## config.mk

```make
export PLATFORM = sky130hd
export DESIGN_NAME = ring_johnson_decoder
export DESIGN_NICKNAME = d
export VERILOG_FILES = /design/src/rtl/ring_johnson_decoder.sv
export SDC_FILE = /design/constraint.sdc
export NUM_CORES = 1
export LEC_CHECK = 0
export CORE_MARGIN = 10
export CORE_UTILIZATION = 46
export CTS_BUF_LIST = sky130_fd_sc_hd__clkbuf_16
export DETAILED_ROUTE_END_ITERATION = 6
export PLACE_DENSITY = 0.77
export SETUP_SLACK_MARGIN = 0.1
export SLEW_MARGIN = 10
export SYNTH_ARGS = -nofsm -noshare
export SYNTH_HDL_FRONTEND = slang
export SYNTH_SLANG_ARGS = --single-unit
```

## constraint.sdc

```tcl
create_clock -name clk -period 2.56 [get_ports clk]
set_clock_uncertainty 0.05 [all_clocks]
set_input_delay 0.768 -clock clk [delete_from_list [all_inputs] [get_ports clk]]
set_output_delay 0.768 -clock clk [all_outputs]
set_load 0.01 [all_outputs]
```

## src/rtl/ring_johnson_decoder.sv

```systemverilog
// ---------------------------------------------------------------------------
// ring_johnson_decoder
//
// Receive-side companion to the ring/Johnson counter generator. Decodes the
// sampled code word into a phase index, checks legality and step order, and
// runs a HUNT / CHECK / LOCKED lock machine so downstream logic gets a phase
// it can trust together with a lock flag and a one-cycle fault pulse.
//
// Ports:
//   clk        rising-edge clock
//   clr        synchronous active-high reset, overrides everything
//   m          code mode: 0 = ring, 1 = Johnson (must match the generator)
//   din        sampled code word (WIDTH bits)
//   din_vld    din is a new sample to evaluate this cycle
//   phase      decoded phase index of the last legal word (PW bits)
//   phase_vld  last evaluated din was a legal code word
//   locked     sequence lock achieved
//   err        one-cycle pulse on a step or legality fault while locked
//   err_cnt    saturating count of err pulses (only with RJ_DEC_ERR_COUNT_EN)
//
// Optional feature macro: RJ_DEC_ERR_COUNT_EN adds the err_cnt output.
// All outputs are registered: din sampled at edge n is visible after edge n.
// ---------------------------------------------------------------------------
module ring_johnson_decoder #(
    parameter int WIDTH    = 4,
    parameter int LOCK_CNT = 3,
    localparam int PW      = $clog2(2 * WIDTH)
) (
    input  logic             clk,
    input  logic             clr,
    input  logic             m,
    input  logic [WIDTH-1:0] din,
    input  logic             din_vld,
    output logic [PW-1:0]    phase,
    output logic             phase_vld,
    output logic             locked,
`ifdef RJ_DEC_ERR_COUNT_EN
    output logic             err,
    output logic [7:0]       err_cnt
`else
    output logic             err
`endif
);

    localparam logic [1:0] HUNT   = 2'd0;
    localparam logic [1:0] CHECK  = 2'd1;
    localparam logic [1:0] LOCKED = 2'd2;

    localparam int CW = $clog2(LOCK_CNT + 1);

    localparam logic [WIDTH-1:0] ONES = {WIDTH{1'b1}};
    localparam logic [WIDTH-1:0] MSB  = {1'b1, {(WIDTH-1){1'b0}}};

    logic [1:0]    state;
    logic [CW-1:0] cnt;     // consecutive in-sequence words since HUNT
    logic          m_q;

    logic          dec_legal;
    logic [PW-1:0] dec_phase;
    logic [PW-1:0] next_phase;
    logic          correct_step;
    logic          mode_chg;
    logic          fault_locked;

    // -----------------------------------------------------------------------
    // Combinational decode of din under the current mode
    // -----------------------------------------------------------------------
    // NOTE: every output of this block is given a default first, so no path
    // through the loops can leave a value unassigned and infer a latch.
    always_comb begin
        dec_legal = 1'b0;
        dec_phase = '0;
        if (!m) begin
            // Ring: single one, walking from the MSB towards the LSB.
            for (int k = 0; k < WIDTH; k++) begin
                if (din == (MSB >> k)) begin
                    dec_legal = 1'b1;
                    dec_phase = PW'(k);
                end
            end
        end else begin
            // Johnson first half: k leading ones (k = 0 gives all zeros).
            for (int k = 0; k <= WIDTH; k++) begin
                if (din == ~(ONES >> k)) begin
                    dec_legal = 1'b1;
                    dec_phase = PW'(k);
                end
            end
            // Johnson second half: j trailing ones count down to the wrap.
            for (int j = 1; j < WIDTH; j++) begin
                if (din == (ONES >> (WIDTH - j))) begin
                    dec_legal = 1'b1;
                    dec_phase = PW'(2 * WIDTH - j);
                end
            end
        end
    end

    // Successor of the stored phase, wrapping at the mode's cycle length.
    always_comb begin
        if (phase == (m ? PW'(2 * WIDTH - 1) : PW'(WIDTH - 1)))
            next_phase = '0;
        else
            next_phase = phase + PW'(1);
    end

    assign correct_step = dec_legal && (dec_phase == next_phase);
    assign mode_chg     = (m != m_q);
    // A mode change outranks a simultaneous fault, so it masks the pulse.
    assign fault_locked = din_vld && !mode_chg && (state == LOCKED) && !correct_step;

    // -----------------------------------------------------------------------
    // Lock state machine and registered outputs
    // -----------------------------------------------------------------------
    // NOTE: sequential state uses non-blocking assignments so every register
    // samples pre-edge values, independent of statement order.
    always_ff @(posedge clk) begin
        if (clr) begin
            state     <= HUNT;
            cnt       <= '0;
            m_q       <= 1'b0;
            phase     <= '0;
            phase_vld <= 1'b0;
            locked    <= 1'b0;
            err       <= 1'b0;
        end else begin
            m_q <= m;
            err <= fault_locked;

            if (mode_chg) begin
                // Sample is discarded; phase and phase_vld keep their values.
                state  <= HUNT;
                cnt    <= '0;
                locked <= 1'b0;
            end else if (din_vld) begin
                // An illegal word keeps the last good phase for reference.
                if (dec_legal) begin
                    phase     <= dec_phase;
                    phase_vld <= 1'b1;
                end else begin
                    phase_vld <= 1'b0;
                end

                case (state)
                    HUNT: begin
                        if (dec_legal) begin
                            state <= CHECK;
                            cnt   <= CW'(1);
                        end
                    end
                    CHECK: begin
                        if (!dec_legal) begin
                            state <= HUNT;
                            cnt   <= '0;
                        end else if (correct_step) begin
                            // cnt counts words, so LOCK_CNT correct steps
                            // have been seen once cnt already equals LOCK_CNT.
                            if (cnt == CW'(LOCK_CNT)) begin
                                state  <= LOCKED;
                                locked <= 1'b1;
                            end else begin
                                cnt <= cnt + CW'(1);
                            end
                        end else begin
                            cnt <= CW'(1);
                        end
                    end
                    LOCKED: begin
                        if (!correct_step) begin
                            state  <= HUNT;
                            cnt    <= '0;
                            locked <= 1'b0;
                        end
                    end
                    default: begin
                        state  <= HUNT;
                        cnt    <= '0;
                        locked <= 1'b0;
                    end
                endcase
            end
        end
    end

`ifdef RJ_DEC_ERR_COUNT_EN
    // Saturating fault counter, cleared only by clr.
    always_ff @(posedge clk) begin
        if (clr)
            err_cnt <= '0;
        else if (fault_locked && (err_cnt != 8'hFF))
            err_cnt <= err_cnt + 8'd1;
    end
`endif

endmodule

```

After elaboration in Yosys (flattened, before gate mapping)
Index checks and enable logic that the tools add are counted.
Operators by class
  bitwise operators: 2
  multiplexer cells: 42
  equality and inequality tests: 23
  add/sub/neg operators: 2
  reductions and logical operators: 14
Operator list (number)
  3-bit 2-to-1 mux: 11
  1-bit 2-to-1 mux: 20
  4-bit equality test, second input constant: 4
  2-bit 2-to-1 mux: 8
  2-bit case mux with 3 select lines: 2
  2-bit inequality test, second input constant: 5
  4-bit by 2-bit equality test with 1-bit output, second input constant: 2
  4-bit by 3-bit equality test with 1-bit output, second input constant: 2
  3-bit equality test: 2
  3-bit inequality test, second input constant: 2
  6-bit AND reduction: 1
  5-bit AND reduction: 1
  2-bit equality test, second input constant: 2
  4-bit by 1-bit equality test with 1-bit output, second input constant: 1
  1-bit logical AND: 4
  4-bit zero test: 1
  4-bit inequality test, second input constant: 1
  4-bit AND reduction: 1
  3-bit by 1-bit adder with 3-bit output, second input constant: 1
  1-bit case mux with 3 select lines: 1
  3-bit AND reduction: 1
  2-bit by 1-bit adder with 2-bit output, second input constant: 1
  2-bit by 1-bit equality test with 1-bit output, second input constant: 1
  1-bit zero test: 2
  5 further kinds: 6
Storage, ports and cells
  word-level logic and storage cells: 90
  register bits: 11
  output and inout bits: 6

Depth between registers and ports, before layout
Gate-level depths: netlist of the first run.
  depth in word-level cells: 14
  depth in mapped cells: 8

Worst setup path before layout of the first run
Ideal clock, no wire load.
  path type: input-to-reg
  start point: input din[1]
  end point: register cnt[1]
  data arrival time: 2.379 ns
  slack: 0.006 ns
  cell stages on the path: 8
  path buffers: 1
  setup time: 0.125 ns
  data required time: 2.385 ns
  path through: buf_6 -> or4b_1 -> o22ai_1 -> a31oi_1 -> xnor2_2 -> a2111oi_1 -> a211oi_2 -> mux2i_1
Between the ends
  longest elaborated chain between the ends: 14
  elaborated cells on any way between the ends: 43
RTL lines
  start: declaration: line 32  | input logic [WIDTH-1:0] din,
  4-bit equality test or 4-bit zero test (tied branches): line 76, 84
  1-bit 2-to-1 mux, on equally long branches: line 76, 84
  3-bit 2-to-1 mux or 1-bit 2-to-1 mux (tied branches) (3 in series): line 84  | if (din == ~(ONES >> k)) begin
  3-bit 2-to-1 mux or 1-bit 2-to-1 mux (tied branches): line 91, 84
  3-bit 2-to-1 mux or 1-bit 2-to-1 mux (tied branches) (2 in series): line 91  | if (din == (ONES >> (WIDTH - j))) begin
  3-bit 2-to-1 mux or 1-bit 2-to-1 mux (tied branches): line 73, 91
  3-bit equality test or 1-bit 2-to-1 mux (tied branches): line 107, 73
  1-bit logical AND: line 107  | assign correct_step = dec_legal && (dec_phase == next_phase);
  2-bit 2-to-1 mux: line 155  | end else if (correct_step) begin
  2-bit 2-to-1 mux: line 152  | if (!dec_legal) begin
  2-bit case mux with 3 select lines: line 144  | case (state)
  end signal: assignment: line 162  | cnt <= cnt + CW'(1);
  end: declaration: line 55  | logic [CW-1:0] cnt;
Parallel ways exist; a longest one is shown, timed or not.
A chain may end at the register's enable or synchronous reset.

Final worst setup path of the first run
  start point: input m
  end point: register cnt[0]
Between the ends
  longest elaborated chain between the ends: 8
  elaborated cells on any way between the ends: 16
RTL lines
  start: declaration: line 31  | input logic m,
  3-bit 2-to-1 mux: line 101  | if (phase == (m ? PW'(2 * WIDTH - 1) : PW'(WIDTH - 1)))
  3-bit equality test: line 101
  3-bit 2-to-1 mux: line 101
  3-bit equality test: line 107
  1-bit logical AND: line 107
  2-bit 2-to-1 mux: line 155
  2-bit 2-to-1 mux: line 152
  2-bit case mux with 3 select lines: line 144
Parallel ways exist; a longest one is shown, timed or not.

==> results by group, run 1 <==
GRT
  • Total GRT Usage: 14.68%
  • First-pass GRT wire length: 4174 µm
  • Total grt overflow: 0
  • Initial antenna violation count: 0
  • Vias in the first global route: 933
  • Largest net degree at the start of global routing: 10

Final layout
  • Area of the multi-input gates: 734.5 µm²
  • Final #Nets: 149
  • Area grow syn2layout: 81.03%
  • Layout cell share with drive strength beyond 1: 45.65%
  • Diodes inserted: 0
  • Fin util: 91.67%
  • # fillers: 59
  • FF+latch area: 220.2 µm²

Worst setup path
  • Critical Path Source Type: input pin
  • Crit path max fanout: 6
  • Slowest CP cell: or4_4
  • Worst R2R Start: phase[0]
  • Kind of critical path: input pin to flop
  • Crit path launch: m
  • Critical path required time: 2.67 ns
  • Worst Path Arrival: 2.62 ns
  • Delay of the slowest critical-path stage: 0.45 ns
  • Crit. End Element: flop
  • Crit-path cells: buf_6, and2b_2, xnor2_4, or4_4, o2111ai_4, buf_6, buf_6, nor3_4, mux2_4, o22ai_2
  • CP most frequent cell: buf_6

Power
  • Internal: 507.1 µW
  • Reg power frac: 25.4%
  • Clk pwr share: 40.5%
  • Worst vdd ir: 0.4948 mV
  • Leakage: 0.5668 nW
  • Total Power: 717.7 µW
  • Total net switching power: 210.6 µW
  • Sw Share: 29.35%
  • Power Dens Cells: 496.6 nW/µm²
  • Comb pwr share: 34.2%

Yosys
  • Avg Synthesized Cell Area: 8.230 µm²
  • Xor and xnor area share after synthesis: 7.524%
  • Netlist cell types: 47
  • Ys flop type: dfxtp_1
  • Combinational family with the most area after synthesis: simple AND/OR/NAND/NOR gates
  • Post-synthesis mux area share: 7.210%
  • Synth top area share: 27.59%
  • Async S/R FF share, synth: 0%
  • Flip-flop and latch count after synthesis: 11
  • Cells after Synth: 97
  • Simple-gate share of the synthesized area: 25.08%
  • Post-synthesis net count: 107
  • Top cells by area, synth: dfxtp_1 28%, nand2_1 5.2%, xnor2_1 4.4%
  • Seq/Total Area, Yosys: 27.59%
  • YS warnings: 0
  • Area of the mapped netlist: 798.3 µm²
  • Area leader, netlist: dfxtp_1
  • EDFF count, synth: 0
  • Post-synthesis compound-gate area fraction: 23.04%
  • Adder-Cell Fraction of Synth Area: 3.135%

CTS
  • Clock Tree Buf Depth: 2
  • Clock sink total: 11
  • Clock-pin slew on the worst setup and hold paths: 0.04 ns
  • CTS tree: done
  • CTS Root Cell: clkbuf_16
  • H-tree Lvls: 1
  • Worst-skew pair later-pin latency: 0.24 ns
  • Number of buffers created by CTS: 3

Worst hold path
  • Hold WC Path Type: flop to flop
  • Min-delay src: cnt[1]

Drt
  • 1st-iter DRT viols: 53
  • Vias: 1000
  • Remaining DRCs: 0
  • Routed WL: 3648 µm
  • Antenna-violating nets left: 0
  • Vias per cell: 6.494
  • Drt pass-1 iters: 5
  • Routed WL per cell: 23.69 µm

Timing
  • Final max-slew violation count: 0
  • Final min period: 2.512 ns
  • Tightest Pin Transition: 0.3928 ns
  • Endpoints failing setup: 0
  • RSZ-0062 raised after global routing: no
  • Final-report hold violation count: 0
  • F_max: 398.0 MHz
  • Worst rel slew slack: 73.81%
  • Tcrit/Tclk final: 98.14%

Floorplan
  • Ports: 14
  • Initial Util: 50.63%
  • Die area: 3801 µm²
  • Die W: 61.66 µm
  • Die Y: 61.66 µm
  • Rows: 14
  • Total core area: 1577 µm²

Place
  • RD Place Congestion: 0.8456
  • Placed wire-length estimate: 1681 µm
  • # port buffers: 13

Run
  • Maxcap violations: 0

Status
  • Status: completed
[registers in the layout (all words and copies together), names as in the netlist]
register	cells
phase_vld	1
state	2
cnt	2
m_q	1
err	1
phase	3
locked	1
[cell families after synthesis]
logic type / after synthesis
AND/OR/NAND/NOR: 39
AO/OA/AOI/OAI: 24
flip-flops: 11
buffers and inverters: 10
XOR/XNOR: 6
multiplexers: 5
adder cells (fa/ha/maj): 2
[routing by layer]
layer	part of all wire, %	vias to the layer above	global-route usage, %
li1	-	448	-
met4	5.7	0	5.414
met1	38	464	14.22
met3	6.3	24	4.321
met2	50	64	28.40
met5	0	-	0
[worst max-delay path: cells and delay by family]
| family | cells | cell delay (ns) |
|---|---|---|
| compound gates | 2 | 0.33 |
| xor+xnor | 1 | 0.16 |
| buf+inv | 3 | 0.33 |
| mux | 1 | 0.28 |
| simple gates | 3 | 0.75 |
[worst paths after layout]
check | slack [ns] | depth (start not counted) | end
min reg2reg | 0.43 | 2 | cnt[1]
min | 0.43 | 2 | cnt[1]
max reg2reg | 0.24 | 8 | cnt[0]
max | 0.05 | 10 | cnt[0]
[cells in the mapped netlist (2+ instances only)]
master      n
a21oi_1     4
a31oi_1     2
buf_2       2
dfxtp_1    11
ha_1        2
inv_1       4
mux2i_1     2
nand2_1    11
nand2b_1    2
nand3_1     2
nor2_1      9
nor2b_1     2
nor3_1      4
o2111ai_1   2
o21ai_1     2
o22ai_1     2
xnor2_1     4
[layout make-up]
type                    count  share of cell area (%)
multi-input cells          76                   50.82
inverters                   5                   1.299
flip-flops and latches     11                   15.24
clock buffers               3                   5.195
repair buffers             42                   25.80
well taps                  16                   1.385
clock inverters             1                  0.2597
[cells in the final DEF, fill, tap and decap left out, types with 3 or more instances in the layout]
cell	synthesis	final
nor3_1	4	3
nor2_1	9	9
buf_6	1	12
inv_1	4	5
nand2_1	11	11
buf_4	1	19
clkbuf_16	0	3
clkdlybuf4s50_1	0	8
dfxtp_1	11	11
[power groups by stage]
stage | Combinational (mW) | Sequential, mW | Clock (mW)
floorplan | 0.0753 | 0.185 | 0
global placement | 0.129 | 0.184 | 0
detailed placement | 0.133 | 0.184 | 0
CTS | 0.175 | 0.182 | 0.286
global route | 0.255 | 0.182 | 0.296
finish | 0.245 | 0.182 | 0.290
[what timing repair did]
| item | CTS | global route |
|---|---|---|
| gates resized for setup | 32 | 26 |
| cloned | 0 | 0 |
| endpoints found under the setup margin | 9 | 5 |
| setup buffers | 3 | 7 |
| pin swaps | 10 | 10 |
| endpoints found under the hold margin | 0 | 0 |
| hold buffers | 0 | 0 |
[stage by stage]
stage / cell area [µm²] / setup TNS [ns] / setup slack, ns / hold slack, ns / std cells
after floorplan: 820.8 / 0 / 0.1073 / 0.3885 / 97
after global placement: 1081 / -3.193 / -0.4387 / 0.3991 / 140
after detailed placement: 1081 / -3.661 / -0.5562 / 0.4234 / 140
after CTS: 1290 / 0 / 0.06264 / 0.4308 / 147
after global routing: 1445 / 0 / 0.03077 / 0.4492 / 154
final: 1445 / 0 / 0.04755 / 0.4315 / 154
(Power assumes the default switching activity.)
==> run 2, diff against run 1 <==
--- a/config.mk
+++ b/config.mk
@@ -6,10 +6,11 @@
 export NUM_CORES = 1
 export LEC_CHECK = 0
 export CORE_MARGIN = 10
-export CORE_UTILIZATION = 46
+export CORE_UTILIZATION = 50
 export CTS_BUF_LIST = sky130_fd_sc_hd__clkbuf_16
 export DETAILED_ROUTE_END_ITERATION = 6
-export PLACE_DENSITY = 0.77
+export GPL_ROUTABILITY_DRIVEN = 0
+export PLACE_DENSITY = 0.79
 export SETUP_SLACK_MARGIN = 0.1
 export SLEW_MARGIN = 10
 export SYNTH_ARGS = -nofsm -noshare
==> constraint.sdc (replaced) <==
create_clock -name clk -period 2.55 [get_ports clk]
set_clock_uncertainty 0.05 [all_clocks]
set_input_delay 0.765 -clock clk [delete_from_list [all_inputs] [get_ports clk]]
set_output_delay 0.765 -clock clk [all_outputs]
set_load 0.01 [all_outputs]
==> run 2 against run 1 <==
  * The flow now finishes with violations (negative setup slack)
  * Clock power about the same
  * Non-clock buffer count down 3
  * Clock-buffer cell count unchanged
  * Worst setup slack worse by 0.087 ns
  * Register-to-register slack worse by 0.07 ns
  * Sequential cell count unchanged
  * Die area down 5.4%
  * Worst hold slack better by 0.014 ns
  * First-iteration DRC count down 15%
  * Global-route usage up 1.6 points
  * Critical path type unchanged
  * Critical endpoint is now cnt[1]
  * Largest power group unchanged
==> results by group, run 2 (synthesis results as in run 1) <==
CTS
  • CTS tree: done
  • Hold Buf Count CTS: 0
  • Number of buffers created by CTS: 3
  • Clock sink total: 11
  • Clock Tree Buf Depth: 2
  • H-tree Lvls: 1
  • CTS Root Cell: clkbuf_16
  • Worst-skew pair later-pin latency: 0.24 ns
  • Clock-pin slew on the worst setup and hold paths: 0.04 ns

Timing
  • F_max: 386.3 MHz
  • Final-report hold violation count: 0
  • Endpoints failing setup: 1
  • Fin Hold WS: 0.4456 ns
  • Final min period: 2.589 ns
  • Tightest Pin Transition: 0.3829 ns
  • Final max-slew violation count: 0
  • Tcrit/Tclk final: 101.5%
  • Final worst slack: -0.03899 ns
  • RSZ-0062 raised after global routing: yes
  • Worst rel slew slack: 74.20%

Power
  • Sw Share: 28.91%
  • Total net switching power: 198.9 µW
  • Internal: 489.1 µW
  • Comb pwr share: 31.6%
  • Reg power frac: 26.5%
  • Clk pwr share: 41.9%
  • Leakage: 0.5572 nW
  • Worst vdd ir: 0.5539 mV
  • Power Dens Cells: 494.5 nW/µm²

Worst setup path
  • Worst reg2reg setup slack: 0.17 ns
  • Critical path buffer and inverter count: 2
  • Kind of critical path: input pin to flop
  • Critical path required time: 2.62 ns
  • Critical Path Source Type: input pin
  • Worst Path Arrival: 2.66 ns
  • Delay of the slowest critical-path stage: 0.39 ns
  • Delay-heaviest family, CP: compound AO/OA/AOI/OAI gates
  • Crit. End Element: flop
  • Slowest CP cell: a2111oi_4
  • Crit-path cells: buf_8, and2b_2, xnor2_4, o311ai_4, o2111ai_2, buf_4, a2111oi_4, a211oi_2, mux2i_1
  • Crit path max fanout: 8

Final layout
  • Register with the most flip-flops: phase
  • # fillers: 47
  • Area grow syn2layout: 74.29%
  • Largest regs: phase x3, cnt x2, state x2
  • Number of flip-flops in the largest register: 3
  • Most frequent cells in the layout: 22 x buf_4, 11 x nand2_1, 11 x dfxtp_1
  • Layout cell share with drive strength beyond 1: 44.44%
  • Most common cell after layout, fill and taps aside: buf_4
  • Diodes inserted: 0
  • Fin util: 92.36%
  • Final #Nets: 146

GRT
  • Largest net degree at the start of global routing: 9
  • Vias in the first global route: 925
  • Met1 Use GR: 18.03%
  • First-pass GRT wire length: 4595 µm
  • Total grt overflow: 0
  • Total GRT Usage: 16.32%
  • Routing usage on met2: 27.35%
  • Initial antenna violation count: 0
  • Most Crowded Layer GR: met2
  • M3 GR Usage: 6.780%

Floorplan
  • Total core area: 1506 µm²
  • Initial Util: 52.99%
  • Ports: 14
  • Die W: 59.96 µm
  • Die Y: 59.96 µm
  • Rows: 14
  • Die area: 3595 µm²

Drt
  • Routed WL per cell: 21.74 µm
  • Remaining DRCs: 0
  • Routed WL: 3283 µm
  • Vias per cell: 6.325
  • 1st-iter DRT viols: 45
  • Vias: 955
  • Drt pass-1 iters: 4
  • Antenna-violating nets left: 0

Worst hold path
  • Hold WC Path Type: flop to flop

Status
  • Status: finished, violations left
  • Failing checks: negative setup slack

Run
  • Maxcap violations: 0

Place
  • Placed wire-length estimate: 1648 µm
  • Dpl ws: -0.6078 ns
  • # port buffers: 13
[run 2: cell types whose count changed in the layout (fill, tap and decap cells not counted), sizes merged]
cell,previous run,this run
buf,32,31
clkbuf,5,3
[run 2: power groups by stage]
stage / registers, mW / logic [mW] / clock network [mW]
finish: 0.183 / 0.217 / 0.288
global route: 0.183 / 0.228 / 0.296
CTS: 0.182 / 0.174 / 0.283
detailed placement: 0.185 / 0.137 / 0
global placement: 0.185 / 0.132 / 0
floorplan: 0.186 / 0.0756 / 0
[run 2: path summary, 6_finish.rpt]
| path | cells after the start | startpoint | to |
|---|---|---|---|
| max | 9 | m | cnt[1] |
| min | 2 | cnt[1] | cnt[1] |
| max reg2reg | 9 | phase[0] | cnt[1] |
| min reg2reg | 2 | cnt[1] | cnt[1] |
[run 2: timing repair]
action | 4_1_cts | 5_1_grt
setup buffers | 5 | 1
endpoints found under the setup margin | 10 | 9
gates resized for setup | 30 | 25
pin swaps | 12 | 10
[run 2: routing by layer]
layer / part of all wire [%] / wire length (µm)
met4: 4.0 / 130
met1: 38 / 1254
met5: 0 / 0
met3: 8.2 / 270
met2: 50 / 1628
[run 2: cell type report]
type                            instances  area [µm²]  area share (%)
Clock buffer                            3       75.07           5.396
Multi-Input combinational cell         76       721.9           51.89
Timing Repair Buffer                   39       331.6           23.83
Tap cell                               16       20.02           1.439
Clock inverter                          1       3.754          0.2698
Sequential cell                        11       220.2           15.83
Inverter                                5       18.77           1.349
[run 2: metrics by stage]
stage / power, mW / area [µm²] / instances / setup TNS, ns
3_3_place_gp: 0.3171 / 1089 / 141 / -3.654
3_5_place_dp: 0.3216 / 1089 / 141 / -4.446
5_1_grt: 0.7075 / 1391 / 151 / -0.07804
2_1_floorplan: 0.2615 / 820.8 / 97 / 0
6_report: 0.6880 / 1391 / 151 / -0.03899
4_1_cts: 0.6396 / 1275 / 150 / 0
[run 2: worst register-to-register path: stages, from the launching register on]
cell and delay, ns:
dfxtp_1 0.38, ha_1 0.23, nand2_1 0.10, mux2_2 0.29, xnor2_2 0.17, o2111ai_2 0.20
buf_4 0.19, a2111oi_4 0.39, a211oi_2 0.13, mux2i_1 0.14
